**src/rtl/sipo_deser.sv**
```systemverilog
// sipo_deser: serial-in parallel-out deserializer.
// Serial bits qualified by ce & sin_valid are assembled into WIDTH-bit words.
// A sync bit restarts the word. Completed words go into a one-word holding
// register with a valid/ready handshake. A sticky overrun flag records a
// completed word that had to be dropped.
//
// Ports:
//   clk, rst              clock; asynchronous active-high reset
//   ce                    serial-side clock enable
//   sin_valid, sin, sync  serial bit, its qualifier, and the word-start marker
//   clr_overrun           synchronous clear of overrun
//   out_data, out_valid   holding register and its valid flag
//   out_ready             consumer accept
//   overrun               sticky drop flag
//   busy, bit_cnt         partial word in progress / bits accepted so far
module sipo_deser #(
  parameter int WIDTH     = 8,
  parameter bit MSB_FIRST = 1'b1
) (
  input  logic                       clk,
  input  logic                       rst,
  input  logic                       ce,
  input  logic                       sin_valid,
  input  logic                       sin,
  input  logic                       sync,
  input  logic                       clr_overrun,
  output logic [WIDTH-1:0]           out_data,
  output logic                       out_valid,
  input  logic                       out_ready,
  output logic                       overrun,
  output logic                       busy,
  output logic [$clog2(WIDTH+1)-1:0] bit_cnt
);

  localparam int CW = $clog2(WIDTH + 1);

  typedef enum logic {IDLE, SHIFT} state_t;

  state_t           state_q, state_d;
  logic [WIDTH-1:0] sr_q, sr_d;
  logic [CW-1:0]    cnt_q, cnt_d;
  logic [WIDTH-1:0] data_q, data_d;
  logic             valid_q, valid_d;
  logic             ovr_q, ovr_d;

  logic             accept;
  logic             complete;
  logic [WIDTH-1:0] sr_shift;
  logic [WIDTH-1:0] sr_first;

  assign accept = ce & sin_valid;

  always_comb begin
    if (MSB_FIRST) begin
      sr_shift = {sr_q[WIDTH-2:0], sin};
      sr_first = {{(WIDTH-1){1'b0}}, sin};
    end else begin
      sr_shift = {sin, sr_q[WIDTH-1:1]};
      sr_first = {sin, {(WIDTH-1){1'b0}}};
    end
  end

  always_comb begin
    state_d  = state_q;
    sr_d     = sr_q;
    cnt_d    = cnt_q;
    complete = 1'b0;
    if (accept) begin
      case (state_q)
        IDLE: begin
          state_d = SHIFT;
          sr_d    = sr_first;
          cnt_d   = CW'(1);
        end
        default: begin
          if (sync) begin
            // Sync wins over completion: the partial word is discarded.
            sr_d  = sr_first;
            cnt_d = CW'(1);
          end else if (cnt_q == CW'(WIDTH - 1)) begin
            complete = 1'b1;
            state_d  = IDLE;
            sr_d     = sr_shift;
            cnt_d    = '0;
          end else begin
            sr_d  = sr_shift;
            cnt_d = cnt_q + CW'(1);
          end
        end
      endcase
    end
  end

  always_comb begin
    data_d  = data_q;
    valid_d = valid_q;
    ovr_d   = ovr_q;
    if (clr_overrun) ovr_d = 1'b0;
    if (complete) begin
      // A pop on the same edge frees the holding register for the new word.
      if (!valid_q || out_ready) begin
        data_d  = sr_d;
        valid_d = 1'b1;
      end else begin
        ovr_d = 1'b1;
      end
    end else if (valid_q && out_ready) begin
      valid_d = 1'b0;
    end
  end

  always_ff @(posedge clk or posedge rst) begin
    if (rst) begin
      state_q <= IDLE;
      sr_q    <= '0;
      cnt_q   <= '0;
      data_q  <= '0;
      valid_q <= 1'b0;
      ovr_q   <= 1'b0;
    end else begin
      state_q <= state_d;
      sr_q    <= sr_d;
      cnt_q   <= cnt_d;
      data_q  <= data_d;
      valid_q <= valid_d;
      ovr_q   <= ovr_d;
    end
  end

  assign out_data  = data_q;
  assign out_valid = valid_q;
  assign overrun   = ovr_q;
  assign busy      = (state_q == SHIFT);
  assign bit_cnt   = cnt_q;

endmodule

```
**config.mk**
```make
export PLATFORM = sky130hd
export DESIGN_NAME = sipo_deser
export DESIGN_NICKNAME = d
export VERILOG_FILES = /design/src/rtl/sipo_deser.sv
export SDC_FILE = /design/constraint.sdc
export NUM_CORES = 1
export LEC_CHECK = 0
export BUFFER_PORTS_ARGS = -buffer_cell sky130_fd_sc_hd__buf_2
export CORE_MARGIN = 4
export CORE_UTILIZATION = 45
export CTS_CLUSTER_DIAMETER = 30
export CTS_CLUSTER_SIZE = 30
export DETAILED_ROUTE_END_ITERATION = 16
export GPL_ROUTABILITY_DRIVEN = 0
export MAX_ROUTING_LAYER = met4
export PLACE_DENSITY = 0.75
export SLEW_MARGIN = 30
export SYNTH_ARGS = -nofsm -noshare
export SYNTH_HDL_FRONTEND = slang
export SYNTH_SLANG_ARGS = --single-unit
```
**constraint.sdc**
```tcl
create_clock -name clk -period 4.27 [get_ports clk]
set_input_delay 1.281 -clock clk [delete_from_list [all_inputs] [get_ports clk]]
set_output_delay 1.281 -clock clk [all_outputs]
set_load 0.01 [all_outputs]
```
# Word-level counts from Yosys, hierarchy flattened
# Cells that the tools add are included.
op_classes:
  n_reduce_logical: 6
  addsub: 1
  muxes: 19
  bitwise: 1
  eq_ne: 2
ops:
  columns: ["operator", "count"]
  rows:
  - ["two-way mux 8 bit", 3]
  - ["two-way mux 1 bit", 13]
  - ["two-way mux 4 bit", 3]
  - ["adder 4 x 1 -> 4 bit (second input constant)", 1]
  - ["equality test 4 x 3 -> 1 bit (second input constant)", 1]
  - ["AND reduction 2 bit", 2]
  - ["!= test 2 x 1 -> 1 bit (second input constant)", 1]
  - ["nonzero test 2 bit", 1]
  - ["AND 1 bit", 1]
  - ["logical AND 1 bit", 1]
  - ["logical NOT 1 bit", 1]
  - ["logical OR 1 bit", 1]
totals:
  input_bits: 8
  out_inout_bits: 15
  regBits: 23
  elab_cells: 35

# Longest topological paths before layout
# Gate-level depths: netlist of the first run.
logic_depth:
  ltp_word: 7
  depth_mapped: 5
  ltp_nobuf: 4

# Worst setup path before layout of the first run
# OpenSTA, ideal clock, no wires.
synth_path:
  path_kind: "input to register"
  from: "in sync"
  to: "reg data_q[0], in the netlist out_data[0]"
  setup_time_ps: 125
  cell_stages: 4
  n_path_buf: 1
  arrival_time_ps: 2208
  path_slack_ps: 1937
  required_ps: 4145
  path_cell_list: "and4b_4 -> and3_4 -> buf_12 -> mux2_4"
synth_between:
  elab_chain_cells: 4
synth_rtl:
  columns: ["element", "line_no", "text"]
  rows:
  - ["start, declared", "25", "input logic sync,"]
  - ["two-way mux 1 bit", "76", "if (sync) begin"]
  - ["two-way mux 1 bit", "69", "case (state_q)"]
  - ["two-way mux 1 bit", "68", "if (accept) begin"]
  - ["AND reduction 2 bit (no line)", null, null]
  - ["end signal, assigned", "124", "data_q <= data_d;"]
  - ["end, declared", "42", "logic [WIDTH-1:0] data_q, data_d;"]
# No other way between the ends.
# A chain may end at the register's enable or synchronous reset.

# Worst setup path in the final report of the first run
layout_path:
  from: "in sync"
  to: "reg data_q[3], in the netlist out_data[3]"
layout_between:
  elab_chain_cells: 4
layout_rtl:
  columns: ["element", "line_no"]
  rows:
  - ["two-way mux 1 bit", "76"]
  - ["two-way mux 1 bit", "69"]
  - ["two-way mux 1 bit", "68"]
  - ["AND reduction 2 bit (no line)", null]
# Parallel ways exist; a longest one is shown, timed or not.

==> run_results.csv, run 1 <==
group,metric,value,unit
sta,hold_viol_final,0,
synthesis,synthTopCellsByArea,"dfrtp_1 59%, mux2_4 12%, a22o_1 7.2%, buf_12 2.1%, inv_1 1.5%",
cts,hold_buffers,0,
die,initial_utilization,48.75,%
detailed_routing,via_count,619,
detailed_routing,wl_per_cell,13.69,µm
critical_path,crit_path_max_fanout,13,
synthesis,synth_top_area_share,58.97,%
global_route,grt_pass1_wl,2746,µm
detailed_routing,vias_per_cell,5.291,
die,dieHeight,54.57,µm
sta,tns,0,ps
cells_and_area,final_util,55.75,%
synthesis,synthFlopType,"dfrtp_1",
power_and_ir_drop,powerDensity,411.2,nW/µm²
placement,io_buffer_count,22,
cells_and_area,antennaDiodeCount,0,
critical_path,ff2ff_setup_slack,2700,ps
cts,cts_sinks,23,
global_route,grt_pass1_vias,618,
global_route,grt_max_degree,24,
sta,setup_viol,0,
critical_path,required,4460,ps
die,io_pins,23,
power_and_ir_drop,pwr-share-comb,21.2,%
power_and_ir_drop,seqPwrFrac,58.3,%
status,status,"completed",
cts,cts_max_path_buffers,2,
sta,slew_viol_final,0,
sta,skew,2.302,ps
detailed_routing,ant_nets,0,
die,num_rows,16,
synthesis,yosys_warnings,0,
sta,worst_pin_slew,806.0,ps
cts,cts_buffers,3,
sta,period_needed,2232,ps
synthesis,synthesis.area,975.9,µm²
cts,post_cts_buffers,0,
power_and_ir_drop,clockPowerShare,20.5,%
power_and_ir_drop,power.leakage,0.5832,nW
synthesis,synth_nets,75,
global_route,grt_remaining_overflow,0,
cells_and_area,final_layout_size_suffix_gt1_share,41.11,%
critical_path,crit_arrival,2430,ps
cells_and_area,final_nets,100,
cts,cts_root_buffer,"clkbuf_4",
power_and_ir_drop,swShare,27.81,%
power_and_ir_drop,switching_power,0.1276,mW
cts,clkLatencyLatePin,300,ps
critical_path,end_kind,"flip-flop",
synthesis,synthCells,66,
worst_hold_path,worstHoldPathType,"flip-flop to flip-flop",
cts,htreeDepth,1,
synthesis,seq_area_frac_synth,58.97,%
critical_path,max_stage_delay,410,ps
critical_path,crit_chain,"buf_2, and4b_4, and3_4, mux2_4",
synthesis,syn_avg_cell_area,14.79,µm²
synthesis,synth_seq_cells,23,
global_route,antenna_found_initial,0,
power_and_ir_drop,internal-power,0.3313,mW
cts,cts_tree,"built",
sta,hold_ws,514.0,ps
power_and_ir_drop,ir_worst_vdd,0.0002313,V
power_and_ir_drop,power.total,0.4589,mW
critical_path,slowest_stage,"and4b_4",
synthesis,synth_edf_count,0,
synthesis,synthArstFlopShare,100.0,%
synthesis,yosysMostFrequentCell,"dfrtp_1",
synthesis,synth_area_leader_cell,"dfrtp_1",
cells_and_area,synthToLayoutAreaGrowth,14.36,%
detailed_routing,drt-initial-drc-count,9,
die,fp.coreArea,2002,µm²
flow_run,drv_cap,0,
global_route,grt_usage,13.81,%
critical_path,crit_type,"input pin to flip-flop",
die,dieArea,2978,µm²
detailed_routing,first_pass_iters,4,
sta,max_slew_margin,46.21,%
cts,path_clk_slew,110,ps
critical_path,cp-start-kind,"input pin",
cts,cts_resized,0,
detailed_routing,wirelength,1602,µm
synthesis,synth.distinct_cells,23,
placement,dp_hpwl,1209,µm
detailed_routing,drcViolationCount,0,
die,die_x,54.57,µm
sta,fmax,447.9,MHz
synthesis,ys_top_cells_by_count,"23 x dfrtp_1, 8 x a22o_1, 8 x mux2_4",
sta,rsz0062_at_grt,"false",
sta,fin_crit_sh,52.28,%
path summary, 6_finish.rpt:
path	endpoint	cells past startpoint	startpoint
setup / recovery	out_data[3]	4	sync
hold / removal	out_data[3]	1	out_data[3]
setup reg to reg	out_data[3]	4	bit_cnt[0]
hold reg to reg	out_data[3]	1	out_data[3]
max in group asynchronous	out_data[4]	2	rst
min in group asynchronous	out_data[3]	2	rst
metal layers:
| layer | part of all wire [%] | global-route usage [%] | wire length [µm] |
|---|---|---|---|
| met5 | 0 | - | 0 |
| met4 | 1.2 | 6.224 | 19 |
| met3 | 6.6 | 4.905 | 106 |
| met2 | 43 | 19.12 | 682 |
| met1 | 50 | 18.02 | 793 |
cell type report:
cell class / count / area, µm²
clock buffers: 3 / 22.52
well taps: 27 / 33.78
multi-input cells: 37 / 354.1
clock inverters: 1 / 5.005
fillers: 194 / 885.9
repair buffers: 22 / 110.1
flip-flops and latches: 23 / 575.6
inverters: 4 / 15.01
state kept, by name (all words and copies together) (netlist names):
name and flops:
out_valid 1, sr_q 8, out_data 8, bit_cnt 4, busy 1, overrun 1
metrics by stage:
stage,setup WS [ps],area [µm²],instances
after global routing,1994,1116,117
after CTS,2035,1116,117
after detailed placement,1705,1089,113
final,2038,1116,117
after floorplan,1937,975.9,66
after global placement,1720,1089,113
power by group through the flow:
stage	Clock, mW	Combinational, mW	Sequential [mW]
finish	0.0942	0.0971	0.268
global route	0.113	0.109	0.272
CTS	0.100	0.0990	0.267
detailed placement	0	0.0980	0.271
global placement	0	0.0972	0.270
floorplan	0	0.0562	0.278
worst max-delay path, delay by kind of cell:
| kind | cells | cell delay (ps) |
|---|---|---|
| and+or+nand+nor | 2 | 720 |
| muxes | 1 | 310 |
| buffers and inverters | 1 | 100 |
placed cells by master (no fill, tap or decap), drive strengths merged, types with 2 or more instances in the layout:
cell type,synthesis,routed
a22o,8,8
and3,2,2
buf,2,22
clkbuf,0,3
dfrtp,23,23
inv,4,4
mux2,9,9
nand2,3,3
o21a,2,2
o21ai,2,2
cell families (layout without fill, tap and decap cells):
| family | count (synthesis) | in the layout | synth area share, % |
|---|---|---|---|
| AND/OR/NAND/NOR | 12 | 12 | 9.231 |
| flip-flops | 23 | 23 | 58.97 |
| buffers and inverters | 6 | 30 | 4.743 |
| multiplexers | 9 | 9 | 13.46 |
| adder cells (fa/ha/maj) | 1 | 1 | 1.282 |
| AO/OA/AOI/OAI | 15 | 15 | 12.31 |
Note: power is estimated with default switching activity, not from simulation.
==> run 2, diff against run 1 <==
- PLACE_DENSITY: 0.75 -> 0.77
- clock period: 4.27 -> 2.01 ns (I/O delays scaled with it)
==> run 2 against run 1 <==
  * Combinational power up 120%
  * Total power up 110%
  * Final cell count up 1.7%
  * Clock skew about the same
  * Global-route usage down 0.44 points
  * Non-clock buffer count up 2
==> run_results.csv, run 2 (synthesis gave the netlist of run 1 again) <==
group,metric,value,unit
status,status,"completed",
critical_path,end_kind,"flip-flop",
die,dieHeight,54.57,µm
placement,dp_hpwl,1246,µm
cts,post_cts_buffers,0,
power_and_ir_drop,switching_power,0.2759,mW
global_route,grt_pass1_vias,604,
cts,cts_tree,"built",
power_and_ir_drop,pwr-share-comb,21.9,%
sta,skew,2.406,ps
worst_hold_path,worstHoldPathType,"input pin to async pin",
cts,cts_resized,0,
critical_path,crit_type,"flip-flop to flip-flop",
power_and_ir_drop,internal-power,0.7066,mW
die,die_x,54.57,µm
die,initial_utilization,48.75,%
detailed_routing,ant_nets,0,
placement,placedInstanceArea,1104,µm²
global_route,grt_pass1_wl,2753,µm
detailed_routing,wirelength,1676,µm
cts,cts_sinks,23,
power_and_ir_drop,clockPowerShare,20.7,%
die,num_rows,16,
cells_and_area,stdcell_area,1131,µm²
die,fp.coreArea,2002,µm²
detailed_routing,first_pass_iters,4,
sta,setup_viol,0,
power_and_ir_drop,swShare,28.08,%
detailed_routing,via_count,625,
critical_path,cp-start-kind,"flip-flop",
cts,cts_root_buffer,"clkbuf_4",
global_route,antenna_found_initial,0,
cts,htreeDepth,1,
flow_run,drv_cap,0,
sta,max_slew_margin,78.18,%
cells_and_area,final_nets,102,
cts,clkLatencyLatePin,300,ps
critical_path,crit_arrival,1770,ps
sta,hold_viol_final,0,
die,io_pins,23,
cts,cts_max_path_buffers,2,
cts,path_clk_slew,120,ps
die,dieArea,2978,µm²
cells_and_area,final_layout_size_suffix_gt1_share,42.39,%
sta,worst_pin_slew,326.5,ps
power_and_ir_drop,seqPwrFrac,57.4,%
power_and_ir_drop,ir_worst_vdd,0.0004509,V
global_route,grt_usage,13.37,%
power_and_ir_drop,power.leakage,0.5933,nW
sta,slew_viol_final,0,
cells_and_area,num-fill-cells,176,
critical_path,required,2210,ps
critical_path,crit_path_max_fanout,8,
cells_and_area,final_util,56.50,%
global_route,grt_remaining_overflow,0,
cells_and_area,final_cell_mix,"23 x dfrtp_1, 22 x buf_2, 8 x mux2_4, 8 x a22o_1, 4 x inv_1",
placement,io_buffer_count,22,
cells_and_area,antennaDiodeCount,0,
sta,period_needed,1573,ps
sta,rsz0062_at_grt,"false",
detailed_routing,wl_per_cell,14.08,µm
critical_path,ff2ff_setup_slack,440,ps
sta,fin_crit_sh,78.26,%
detailed_routing,vias_per_cell,5.252,
detailed_routing,drcViolationCount,0,
global_route,grt_max_degree,24,
cts,hold_buffers,0,
cells_and_area,final_common_cell,"dfrtp_1",
power_and_ir_drop,powerDensity,868.7,nW/µm²
sta,tns,0,ps
cells_and_area,synthToLayoutAreaGrowth,15.90,%
cts,cts_buffers,3,
detailed_routing,drt-initial-drc-count,11,
sta,fmax,635.7,MHz
run 2: changes by cell type in the layout (fill, tap and decap cells not counted):
cell / delta
buf_4: +2
run 2: path summary, 6_finish.rpt:
path	from	to	cells after the start
max	bit_cnt[0]	out_data[4]	4
min	rst	out_data[1]	3
max reg2reg	bit_cnt[0]	out_data[4]	4
min reg2reg	out_data[7]	out_data[7]	1
max in group asynchronous	rst	out_data[0]	3
min in group clk	clr_overrun	overrun	2
run 2: final cells by class:
type	count	area [µm²]	area share (%)
clock buffers	3	22.52	1.991
repair buffers	24	125.1	11.06
multi-input cells	37	354.1	31.31
flip-flops and latches	23	575.6	50.89
well taps	27	33.78	2.987
inverters	4	15.01	1.327
clock inverters	1	5.005	0.4425
run 2: layer usage:
layer | GRT usage, % | up-vias | part of all wire (%)
met1 | 19.72 | 306 | 48
met4 | 3.734 | 0 | 1.0
met3 | 2.997 | 2 | 8.4
met5 | - | - | 0
met2 | 18.33 | 25 | 43
li1 | - | 292 | -
run 2: power by group through the flow:
stage               clock network (mW)  registers [mW]  logic (mW)
global route                     0.236           0.573       0.237
floorplan                            0           0.590       0.119
detailed placement                   0           0.573       0.218
CTS                              0.215           0.565       0.219
global placement                     0           0.573       0.211
finish                           0.204           0.564       0.215
run 2: worst max-delay path, stage by stage, from the launching register on:
cell and delay, ps:
dfrtp_1 410, ha_1 210, and3b_4 230, and3_4 290, mux2_4 320
run 2: through the flow:
stage                     hold WS (ps)  std cells  power, mW  worst slack, ps
final                            310.5        119     0.9825            436.9
after global routing             322.0        119      1.046            348.0
after CTS                        314.7        119     0.9986            425.6
after detailed placement         486.4        115     0.7913            243.2
after global placement           489.1        115     0.7842            262.7
after floorplan                  471.7         66     0.7092            355.0
==> run 3, diff against run 2 <==
- ABC_AREA: not set -> 1
- clock period: 2.01 -> 1.4 ns (I/O delays scaled with it)
==> run 3 against run 2 <==
  * Global-route usage up 0.67 points
  * Combinational power up 27%
  * Cell area up 14%
  * Non-clock buffer count up 6
  * Critical path depth down 2
  * Clock power up 44%
  * Register-to-register slack worse by 370 ps
  * Die area up 2.8%
  * Setup slack worse by 410 ps
  * Sequential share of layout area down 5.8 points
  * Final cell count up 42%
  * Wire length up 11%
==> run_results.csv, run 3 <==
group,metric,value,unit
cells_and_area,final_common_cell,"nand2_1",
detailed_routing,ant_nets,0,
sta,period_needed,1376,ps
detailed_routing,drt-initial-drc-count,8,
global_route,antenna_found_initial,0,
power_and_ir_drop,power.total,1.329,mW
cts,hold_buffers,0,
cts,clkLatencyLatePin,310,ps
sta,fin_ws,23.58,ps
global_route,grt_max_degree,24,
critical_path,end_kind,"output port",
sta,max_slew_margin,81.31,%
flow_run,drv_cap,0,
critical_path,crit_type,"flip-flop to output port",
global_route,grt_usage,14.03,%
synthesis,synth.distinct_cells,19,
cells_and_area,final_cell_mix,"44 x nand2_1, 21 x buf_2, 20 x dfrtp_1",
critical_path,required,980,ps
global_route,grt_remaining_overflow,0,
die,fp.coreArea,2042,µm²
detailed_routing,first_pass_iters,3,
synthesis,synthCells,110,
cts,cts_tree,"built",
detailed_routing,wl_per_cell,10.99,µm
synthesis,yosysMostFrequentCell,"nand2_1",
die,die_x,55.34,µm
power_and_ir_drop,ir_worst_vdd,0.0009904,V
critical_path,max_stage_delay,420,ps
placement,dp_hpwl,1428,µm
sta,fmax,726.5,MHz
status,status,"completed",
cells_and_area,final_layout_size_suffix_gt1_share,39.44,%
synthesis,syn_avg_cell_area,9.168,µm²
cts,cts_buffers,3,
synthesis,yosys_warnings,0,
die,dieArea,3063,µm²
die,initial_utilization,49.39,%
synthesis,synthArstFlopShare,100.0,%
sta,rsz0062_at_grt,"true",
sta,slew_viol_final,0,
worst_hold_path,worstHoldPathType,"input pin to async pin",
critical_path,crit_chain,"buf_6, buf_6",
placement,placedInstanceArea,1166,µm²
synthesis,ys_top_cells_by_count,"48 x nand2_1, 23 x dfrtp_1, 11 x inv_1",
critical_path,crit_arrival,960,ps
critical_path,crit_family,"flip-flops",
critical_path,cp-start-kind,"flip-flop",
sta,fin_crit_sh,98.32,%
sta,skew,4.509,ps
cells_and_area,seqCellArea,579.3,µm²
sta,hold_viol_final,0,
cts,cts_sinks,23,
global_route,grt_pass1_vias,768,
cells_and_area,stdcell_area,1285,µm²
synthesis,synthesis.area,1008,µm²
detailed_routing,wirelength,1858,µm
die,num_rows,16,
cells_and_area,antennaDiodeCount,0,
detailed_routing,drcViolationCount,0,
cts,cts_max_path_buffers,2,
cts,htreeDepth,1,
sta,setup_viol,0,
global_route,grt_pass1_wl,3367,µm
cells_and_area,num-fill-cells,194,
synthesis,synthFlopType,"dfrtp_1",
critical_path,crit_path_max_fanout,2,
power_and_ir_drop,power.leakage,0.7362,nW
detailed_routing,vias_per_cell,4.621,
placement,place_ws,75.63,ps
synthesis,synth_seq_cells,23,
cells_and_area,synthToLayoutAreaGrowth,27.42,%
synthesis,synthTopCellsByArea,"dfrtp_1 57%, nand2_1 18%, nand2_2 6.2%, inv_1 4.1%, nor2_4 2.2%",
cells_and_area,final_util,62.93,%
cts,path_clk_slew,110,ps
cells_and_area,final_nets,152,
cts,cts_root_buffer,"clkbuf_4",
synthesis,synth_edf_count,0,
die,io_pins,23,
synthesis,synth_nets,119,
power_and_ir_drop,powerDensity,1035,nW/µm²
die,dieHeight,55.34,µm
synthesis,synth_area_leader_cell,"dfrtp_1",
sta,worst_pin_slew,280.3,ps
detailed_routing,via_count,781,
critical_path,critPathBufInv,2,
critical_path,cp_common_cell,"buf_6",
placement,io_buffer_count,22,
synthesis,seq_area_frac_synth,57.07,%
cells_and_area,multi_input_area,420.4,µm²
synthesis,synth_top_area_share,57.07,%
critical_path,slowest_stage,"dfrtp_1",
[run 3: cell count changes in the layout (fill, tap and decap cells not counted), sizes merged, moves of 2 or more]
cell,previous run,this run
and3,2,0
mux2,9,0
nand4,0,2
buf,24,30
nand2,3,58
a22o,8,1
inv,4,11
nor2,0,5
[run 3: layout make-up]
type	count	area share (%)
Sequential cell	23	45.08
Multi-Input combinational cell	74	32.72
Timing Repair Buffer	30	14.31
Inverter	11	3.213
Tap cell	27	2.629
Clock buffer	4	2.045
[run 3: logic make-up (layout without fill, tap and decap cells)]
| logic type | Yosys count | count (layout) | synth area share, % |
|---|---|---|---|
| and+or+nand+nor | 67 | 67 | 32.01 |
| buffers and inverters | 13 | 45 | 5.707 |
| DFF | 23 | 23 | 57.07 |
| adders and majority gates | 1 | 1 | 1.240 |
| AOI/OAI and AO/OA | 6 | 6 | 3.971 |
[run 3: power by group]
part / total [mW] / internal, mW / switching, mW
clock: 0.294 / 0.111 / 0.183
combinational: 0.273 / 0.134 / 0.139
sequential: 0.763 / 0.715 / 0.0476
[run 3: per-stage QoR]
step / std cells / hold WS, ps / TNS (ps)
after floorplan: 110 / 421.9 / 0
after global placement: 161 / 459.1 / 0
after detailed placement: 161 / 459.6 / 0
after CTS: 166 / 127.1 / 0
after global routing: 169 / 127.4 / -234.4
final: 169 / 118.1 / 0
[run 3: per-layer routing]
layer / GRT usage [%] / vias up / routed length (µm)
met5: - / - / 0
met4: 6.250 / 0 / 31
met3: 3.263 / 3 / 117
met2: 20.95 / 22 / 818
met1: 18.11 / 350 / 892
li1: - / 406 / -
[run 3: path summary, 6_finish.rpt]
check / start / cells after the start / slack (ps) / end
max in group asynchronous: rst / 3 / 1050 / bit_cnt[3]
worst max-delay path: bit_cnt[1] / 2 / 20 / bit_cnt[1]
worst min-delay path: rst / 3 / 120 / bit_cnt[1]
min in group clk: clr_overrun / 2 / 300 / overrun
worst max register to register: bit_cnt[1] / 8 / 70 / out_data[4]
worst min register to register: out_data[7] / 2 / 480 / out_data[7]
[run 3: repair_timing]
item	CTS	global route
gates cloned	0	0
setup buffers	1	3
resized for setup	1	15
pin swaps	0	5
endpoints found under the setup margin	1	9
[run 3: tightest hold or removal path: cells and delay by family]
kind	cells	cell delay, ps
buffers and inverters	3	400
